### src/rtl/zr_io_pkg.sv
// Shared constants and helpers for the board I/O conditioning blocks.
package zr_io_pkg;

    localparam int DEBOUNCE_TICK_DIV_16M = 16000;
    localparam int DEBOUNCE_STABLE_TICKS_DEFAULT = 8;

    // Bits needed to hold 0..max_val, never less than one.
    function automatic int cnt_width(input int max_val);
        return (max_val < 1) ? 1 : $clog2(max_val + 1);
    endfunction

endpackage

### src/rtl/debounce_bit.sv
// One input bit: synchroniser, stability counter, debounced level
// and registered edge pulses.
module debounce_bit
    import zr_io_pkg::*;
#(
    parameter int   SYNC_STAGES  = 2,
    parameter int   STABLE_TICKS = DEBOUNCE_STABLE_TICKS_DEFAULT,
    parameter logic RST_VAL      = 1'b0
) (
    input  logic clk,
    input  logic rst_n,
    input  logic en,
    input  logic tick,
    input  logic din,
    output logic dout,
    output logic rise_p,
    output logic fall_p
);

    localparam int CW = cnt_width(STABLE_TICKS);
    localparam logic [CW-1:0] CNT_LAST = CW'(STABLE_TICKS - 1);

    logic [SYNC_STAGES-1:0] sync;
    logic                   s;
    logic [CW-1:0]          cnt;

    assign s = sync[SYNC_STAGES-1];

    always_ff @(posedge clk or negedge rst_n) begin
        if (!rst_n) begin
            sync <= {SYNC_STAGES{RST_VAL}};
        end else begin
            sync <= {sync[SYNC_STAGES-2:0], din};
        end
    end

    // Any agreement between s and dout restarts qualification.
    always_ff @(posedge clk or negedge rst_n) begin
        if (!rst_n) begin
            cnt    <= '0;
            dout   <= RST_VAL;
            rise_p <= 1'b0;
            fall_p <= 1'b0;
        end else begin
            rise_p <= 1'b0;
            fall_p <= 1'b0;
            if (!en) begin
                cnt <= '0;
            end else if (s == dout) begin
                cnt <= '0;
            end else if (tick) begin
                if (cnt == CNT_LAST) begin
                    dout   <= s;
                    cnt    <= '0;
                    rise_p <= s;
                    fall_p <= ~s;
                end else begin
                    cnt <= cnt + 1'b1;
                end
            end
        end
    end

endmodule

### src/rtl/gpio_in_debounce.sv
// Debounced GPIO input stage: shared tick prescaler feeding WIDTH
// independent per-bit debouncers.
module gpio_in_debounce
    import zr_io_pkg::*;
#(
    parameter int               WIDTH        = 8,
    parameter int               SYNC_STAGES  = 2,
    parameter int               TICK_DIV     = DEBOUNCE_TICK_DIV_16M,
    parameter int               STABLE_TICKS = DEBOUNCE_STABLE_TICKS_DEFAULT,
    parameter logic [WIDTH-1:0] RST_VAL      = '0
) (
    input  logic             clk,
    input  logic             rst_n,
    input  logic             en,
    input  logic [WIDTH-1:0] din,
    output logic [WIDTH-1:0] dout,
    output logic [WIDTH-1:0] rise_p,
    output logic [WIDTH-1:0] fall_p
);

    localparam int PW = cnt_width(TICK_DIV - 1);
    localparam logic [PW-1:0] PCNT_LAST = PW'(TICK_DIV - 1);

    logic [PW-1:0] pcnt;
    logic          tick;

    assign tick = en && (pcnt == PCNT_LAST);

    always_ff @(posedge clk or negedge rst_n) begin
        if (!rst_n) begin
            pcnt <= '0;
        end else if (!en || pcnt == PCNT_LAST) begin
            pcnt <= '0;
        end else begin
            pcnt <= pcnt + 1'b1;
        end
    end

    for (genvar i = 0; i < WIDTH; i++) begin : g_bit
        debounce_bit #(
            .SYNC_STAGES  (SYNC_STAGES),
            .STABLE_TICKS (STABLE_TICKS),
            .RST_VAL      (RST_VAL[i])
        ) u_bit (
            .clk    (clk),
            .rst_n  (rst_n),
            .en     (en),
            .tick   (tick),
            .din    (din[i]),
            .dout   (dout[i]),
            .rise_p (rise_p[i]),
            .fall_p (fall_p[i])
        );
    end

endmodule
### config.mk
export PLATFORM = sky130hd
export DESIGN_NAME = gpio_in_debounce
export DESIGN_NICKNAME = d
export VERILOG_FILES = /design/src/rtl/zr_io_pkg.sv /design/src/rtl/debounce_bit.sv /design/src/rtl/gpio_in_debounce.sv
export SDC_FILE = /design/constraint.sdc
export NUM_CORES = 1
export LEC_CHECK = 0
export ABC_CLOCK_PERIOD_IN_PS = 4800
export BUFFER_PORTS_ARGS = -buffer_cell sky130_fd_sc_hd__clkbuf_2
export CAP_MARGIN = 20
export CORE_MARGIN = 4
export CORE_UTILIZATION = 63
export CTS_CLUSTER_SIZE = 24
export DETAILED_ROUTE_END_ITERATION = 10
export PLACE_DENSITY_LB_ADDON = 0.3
export SLEW_MARGIN = 20
export SYNTH_ARGS = -nofsm -noshare
export SYNTH_HDL_FRONTEND = slang
export SYNTH_SLANG_ARGS = --single-unit
### constraint.sdc
create_clock -name clk -period 4.8 [get_ports clk]
set_input_delay 0 -clock clk [delete_from_list [all_inputs] [get_ports clk]]
set_output_delay 0 -clock clk [all_outputs]
set_load 0.1 [all_outputs]
## Word level (Yosys, flattened, before mapping)

Cells that the tools add are included.

- Bits in registers: 86
- Input bits: 11
- Output and inout port bits: 24
- Word-level logic and storage cells: 199

- $add $sub $neg: 9
- Equal/unequal tests: 25
- Multiplexer cells: 97
- Bitwise operators: 16
- Reduce and logical (&&, ||, !) cells: 11

Operators with widths:

| kind | count |
|---|---|
| 2-to-1 mux 4 bit | 32 |
| 2-to-1 mux 1 bit | 64 |
| adder 4 x 1 -> 4 bit, second input constant | 8 |
| == test 4 x 3 -> 1 bit, second input constant | 8 |
| AND reduction 4 bit | 8 |
| inequality test 3 x 1 -> 1 bit, second input constant | 8 |
| NOT 1 bit | 16 |
| adder 14 x 1 -> 14 bit, second input constant | 1 |
| == test 14 bit, second input constant | 1 |
| 2-to-1 mux 14 bit | 1 |
| == test 1 bit | 8 |
| logical AND 1 bit | 1 |
| logical NOT 1 bit | 1 |
| logical OR 1 bit | 1 |

## Logic depth before layout (Yosys ltp)

- Depth after elaboration: 5
- Mapped depth: 8
- Depth with buffers taken out: 5

## Hierarchy

A second synthesis with hierarchy kept.

- Cells, all modules: 309
- Area, all modules: 3,701.0 µm²

By module, submodules not included:

| module | times used | cells each | area an instance (µm²) | seq. area each (µm²) |
|---|---|---|---|---|
| debounce_bit | 8 | 30 | 372.9 | 225.2 |
| gpio_in_debounce | 1 | 69 | 718.2 | 350.3 |

## Worst setup path before layout

OpenSTA, ideal clock, no wires.

- Path kind: register -> register
- From: register pcnt[0]
- To: register g_bit[0].u_bit.dout
- Library setup time: 0.125 ns
- Arrival: 1.610 ns
- Required time: 4.675 ns
- Setup slack: 3.065 ns
- Cell stages (with the launch flop): 8
- Buffers on the path: 2
- Clock period less this slack: 1.735 ns
- Cell sequence: dfrtp_1 -> ha_1 -> and3_1 -> buf_4 -> and4_1 -> buf_2 -> nand3_1 -> mux2_2

- Word-level cells in the longest chain between the ends: 3

RTL lines:

| item | RTL line | text |
|---|---|---|
| start: declaration | gpio_in_debounce.sv:24 | `logic [PW-1:0] pcnt;` |
| start signal: assignment | gpio_in_debounce.sv:35 | `pcnt <= pcnt + 1'b1;` |
| == test 14 bit | gpio_in_debounce.sv:27 | `assign tick = en && (pcnt == PCNT_LAST);` |
| logical AND 1 bit | gpio_in_debounce.sv:27 |  |
| AND reduction 4 bit (no source line) | - |  |
| end signal: assignment | debounce_bit.sv:53 | `dout <= s;` |
| end: declaration | debounce_bit.sv:15 | `output logic dout,` |

Every way passes these cells.
A chain may end at the register's enable or synchronous reset.

## Worst setup path in the final report

- From: register pcnt[0]
- To: register g_bit[3].u_bit.cnt[3]

- Word-level cells in the longest chain between the ends: 3

RTL lines:

| item | RTL line | text |
|---|---|---|
| == test 14 bit | gpio_in_debounce.sv:27 |  |
| logical AND 1 bit | gpio_in_debounce.sv:27 |  |
| inequality test 3 x 1 -> 1 bit (no source line) | - |  |
| end signal: assignment | debounce_bit.sv:58 | `cnt <= cnt + 1'b1;` |
| end: declaration | debounce_bit.sv:25 | `logic [CW-1:0] cnt;` |

Every way passes these cells.

==> flow_metrics.py <==
metrics = {
    "logic_synthesis": {
        "synthTopCellsByArea": "dfrtp_1, buf_4, a21oi_1",
        "synth_top_family_by_area": "simple AND/OR/NAND/NOR gates",
        "synth_top_cell_area_share_pct": 56.1,
        "synth_area_leader_cell": "dfrtp_1",
        "synth_seq_cells": 86,
        "yosysSeqAreaShare_pct": 56.1,
        "synth.avg_cell_area_sq_um": 10.7,
        "synthSimpleGateAreaFrac_pct": 19.9,
        "ys.warnings.count": 0,
        "synth_fa_ha_area_share_pct": 2.93,
        "muxShareOfSynthArea_pct": 0.880,
        "synth_fp_nets": 378,
        "netlist_area_sq_um": 3840,
        "yosys.cell_types.count": 33,
        "synthXorXnorAreaFrac_pct": 4.34,
        "synthCells": 358,
        "synth_compound_area_share_pct": 8.08,
    },
    "clock_tree": {
        "root_buffer": "clkbuf_8",
        "cts_buffer_depth": 2,
        "cts.clk_slew.worst_paths_ns": 0.09,
        "cts_tree": "yes",
        "cts-resized-gates": 0,
        "clock_latency_ns": 0.36,
        "cts_sinks": 86,
        "cts_buffers": 9,
        "cts.htree.levels": 3,
    },
    "final_layout": {
        "mostFrequentLayoutCells": "dfrtp_1, nand2_1, clkbuf_2",
        "diodes": 0,
        "nFillCells": 419,
        "drive_gt1_share_pct": 14.2,
        "layout_commonest_cell": "dfrtp_1",
        "final_nets": 395,
        "area_delta_synth_final_pct": 8.34,
    },
    "die": {
        "dieArea_sq_um": 7410,
        "num_rows": 28,
        "initial_utilization_pct": 64.8,
        "io_pins": 35,
        "die_w_microns": 86.1,
        "core_sq_um": 5920,
        "die_y_microns": 86.1,
    },
    "power_and_ir_drop": {
        "cellPowerDensity_nw_per_um2": 312,
        "leakage_uw": 0.00192,
        "peakVddDrop_v": 0.000224,
    },
    "placement": {
        "place_congestion": 0.758,
        "dp_hpwl_microns": 4090,
        "place_ws_ns": 2.27,
        "port_buffers": 34,
    },
    "global_route": {
        "grt_util_all_layers_pct": 20.5,
        "antenna_found_initial": 0,
        "grt_max_degree": 87,
        "grt_pass1_vias": 2542,
        "grt_overflow": 0,
        "grt_pass1_wl_microns": 11600,
    },
    "route": {
        "wl_met1_microns": 2910,
        "avgRoutedWirePerCell_microns": 14.5,
        "routed_via_density": 5.70,
        "route.met2.wl_microns": 3240,
        "drc_errors": 0,
        "route.vias.total": 2595,
        "postRouteAntennaNets": 0,
        "met3_length_microns": 293,
        "highest-signal-layer": "met4",
        "drt-total-wl_microns": 6590,
        "drtPass1Iterations": 4,
        "drt_iter0_markers": 223,
    },
    "setup_path": {
        "cp.arrival_ns": 2.85,
        "cp_data_required_time_ns": 5.08,
        "worstPathMaxFanout": 64,
        "worstSetupPathType": "flop to flop",
        "worstSetupStartpointType": "flop",
        "path_buf_inv": 0,
        "cpMaxStageDelayCell": "or4b_1",
        "max_stage_delay_ns": 0.73,
        "end_kind": "flop",
        "critical-path-top-delay-family": "simple AND/OR/NAND/NOR gates",
        "cp_cell_sequence": "ha_1 -> and3_1 -> nand4_4 -> or4b_1 -> a21oi_1",
    },
    "sta": {
        "period_share_pct": 53.5,
        "period_minus_slack_ns": 2.57,
        "clock_skew_ns": 0.00963,
        "hold_viol_final": 0,
        "finalSetupTns_ns": 0,
        "max_freq_ghz": 0.389,
        "worst_slew_pin_slew_ns": 0.771,
        "fin_hold_ws_ns": 0.170,
        "max_slew_margin_pct": 48.5,
        "layout_setup_ws_ns": 2.23,
        "finalMaxSlewViolations": 0,
        "rsz0062_at_grt": "no",
        "setup_violations": 0,
    },
    "worst_hold_path": {
        "hold_class": "input port to flop",
    },
    "outcome": {
        "status": "complete, no violations",
    },
    "flow_run": {
        "maxCapViolations": 0,
    },
}
-- layout make-up --
| class | count | area, sq um | area share (%) |
|---|---|---|---|
| Clock buffer | 12 | 155 | 3.73 |
| Clock inverter | 4 | 53.8 | 1.29 |
| Inverter | 13 | 48.8 | 1.17 |
| Multi-Input combinational cell | 222 | 1390 | 33.4 |
| Sequential cell | 86 | 2150 | 51.7 |
| Tap cell | 75 | 93.8 | 2.26 |
| Timing Repair Buffer | 43 | 267 | 6.41 |
-- logic make-up after synthesis --
| logic type | after synthesis |
|---|---|
| and+or+nand+nor | 132 |
| DFF | 86 |
| AOI/OAI and AO/OA | 59 |
| buffers and inverters | 50 |
| xor gates and xnor gates | 19 |
| adders and majority gates | 9 |
| muxes | 3 |
-- synthesized netlist by cell type --
cell type and instances:
nor4_1 10, nand3b_1 10, buf_4 25, and4_2 1, nand4_4 1, and2_1 5
buf_6 1, nor3b_1 6, mux2_2 2, o31ai_1 5, and4_1 3, and3_1 5
ha_1 9, or4b_1 5, inv_1 13, mux2_1 1, or3_1 11, nor4bb_1 1
a21oi_1 32, or4_1 3, dfrtp_1 86, xor2_1 17, clkbuf_1 4, o21a_1 1
o21ai_0 21, xnor2_1 2, nand3_1 14, nor3b_4 1, nand2_1 39, nand4_1 5
nor2_1 12, clkbuf_2 1, buf_2 6
-- metal layers --
layer,global-route usage (%),up-vias
met5,0,-
met3,6.92,14
met1,25.7,1276
li1,-,1255
met2,32.4,50
met4,8.92,0
-- through the flow --
step,std cells,total power (uW),instance area [sq um],util [%]
after CTS,455,1310,4160,70.2
after global placement,430,787,3860,65.1
final,455,1300,4160,70.2
after global routing,455,1350,4160,70.2
after detailed placement,430,788,3860,65.1
after floorplan,358,765,3840,-
-- where the power goes --
group          internal, uW  leakage, uW  total [uW]  switching (uW)
registers               733      0.00116         739            6.35
clock network           271    0.0000992         519             249
logic                  12.8     0.000661        39.4            26.6
-- state kept, by name, summed over array words and instances, names as in the netlist --
register	flops
g_bit.u_bit.cnt	32
g_bit.u_bit.dout	8
g_bit.u_bit.fall_p	8
g_bit.u_bit.rise_p	8
g_bit.u_bit.sync	16
pcnt	14
-- timing repair --
action / in CTS / in global routing
hold buffers: 9 / 0
buffers inserted: 0 / 0
hold endpoints to repair: 94 / 0
-- path summary, 6_finish.rpt --
kind                       cells after the start  slack, ns              startpoint                endpoint
hold reg to reg                                0       0.35  g_bit[6].u_bit.sync[0]  g_bit[6].u_bit.sync[1]
max in group asynchronous                      2       4.03                   rst_n   g_bit[1].u_bit.rise_p
setup / recovery                               5       2.23                 pcnt[0]   g_bit[3].u_bit.cnt[3]
hold / removal                                 2       0.17                      en                pcnt[12]
min in group asynchronous                      2       0.24                   rst_n     g_bit[3].u_bit.dout
setup reg to reg                               5       2.23                 pcnt[0]   g_bit[3].u_bit.cnt[3]
Note: power is estimated with default switching activity, not from simulation.
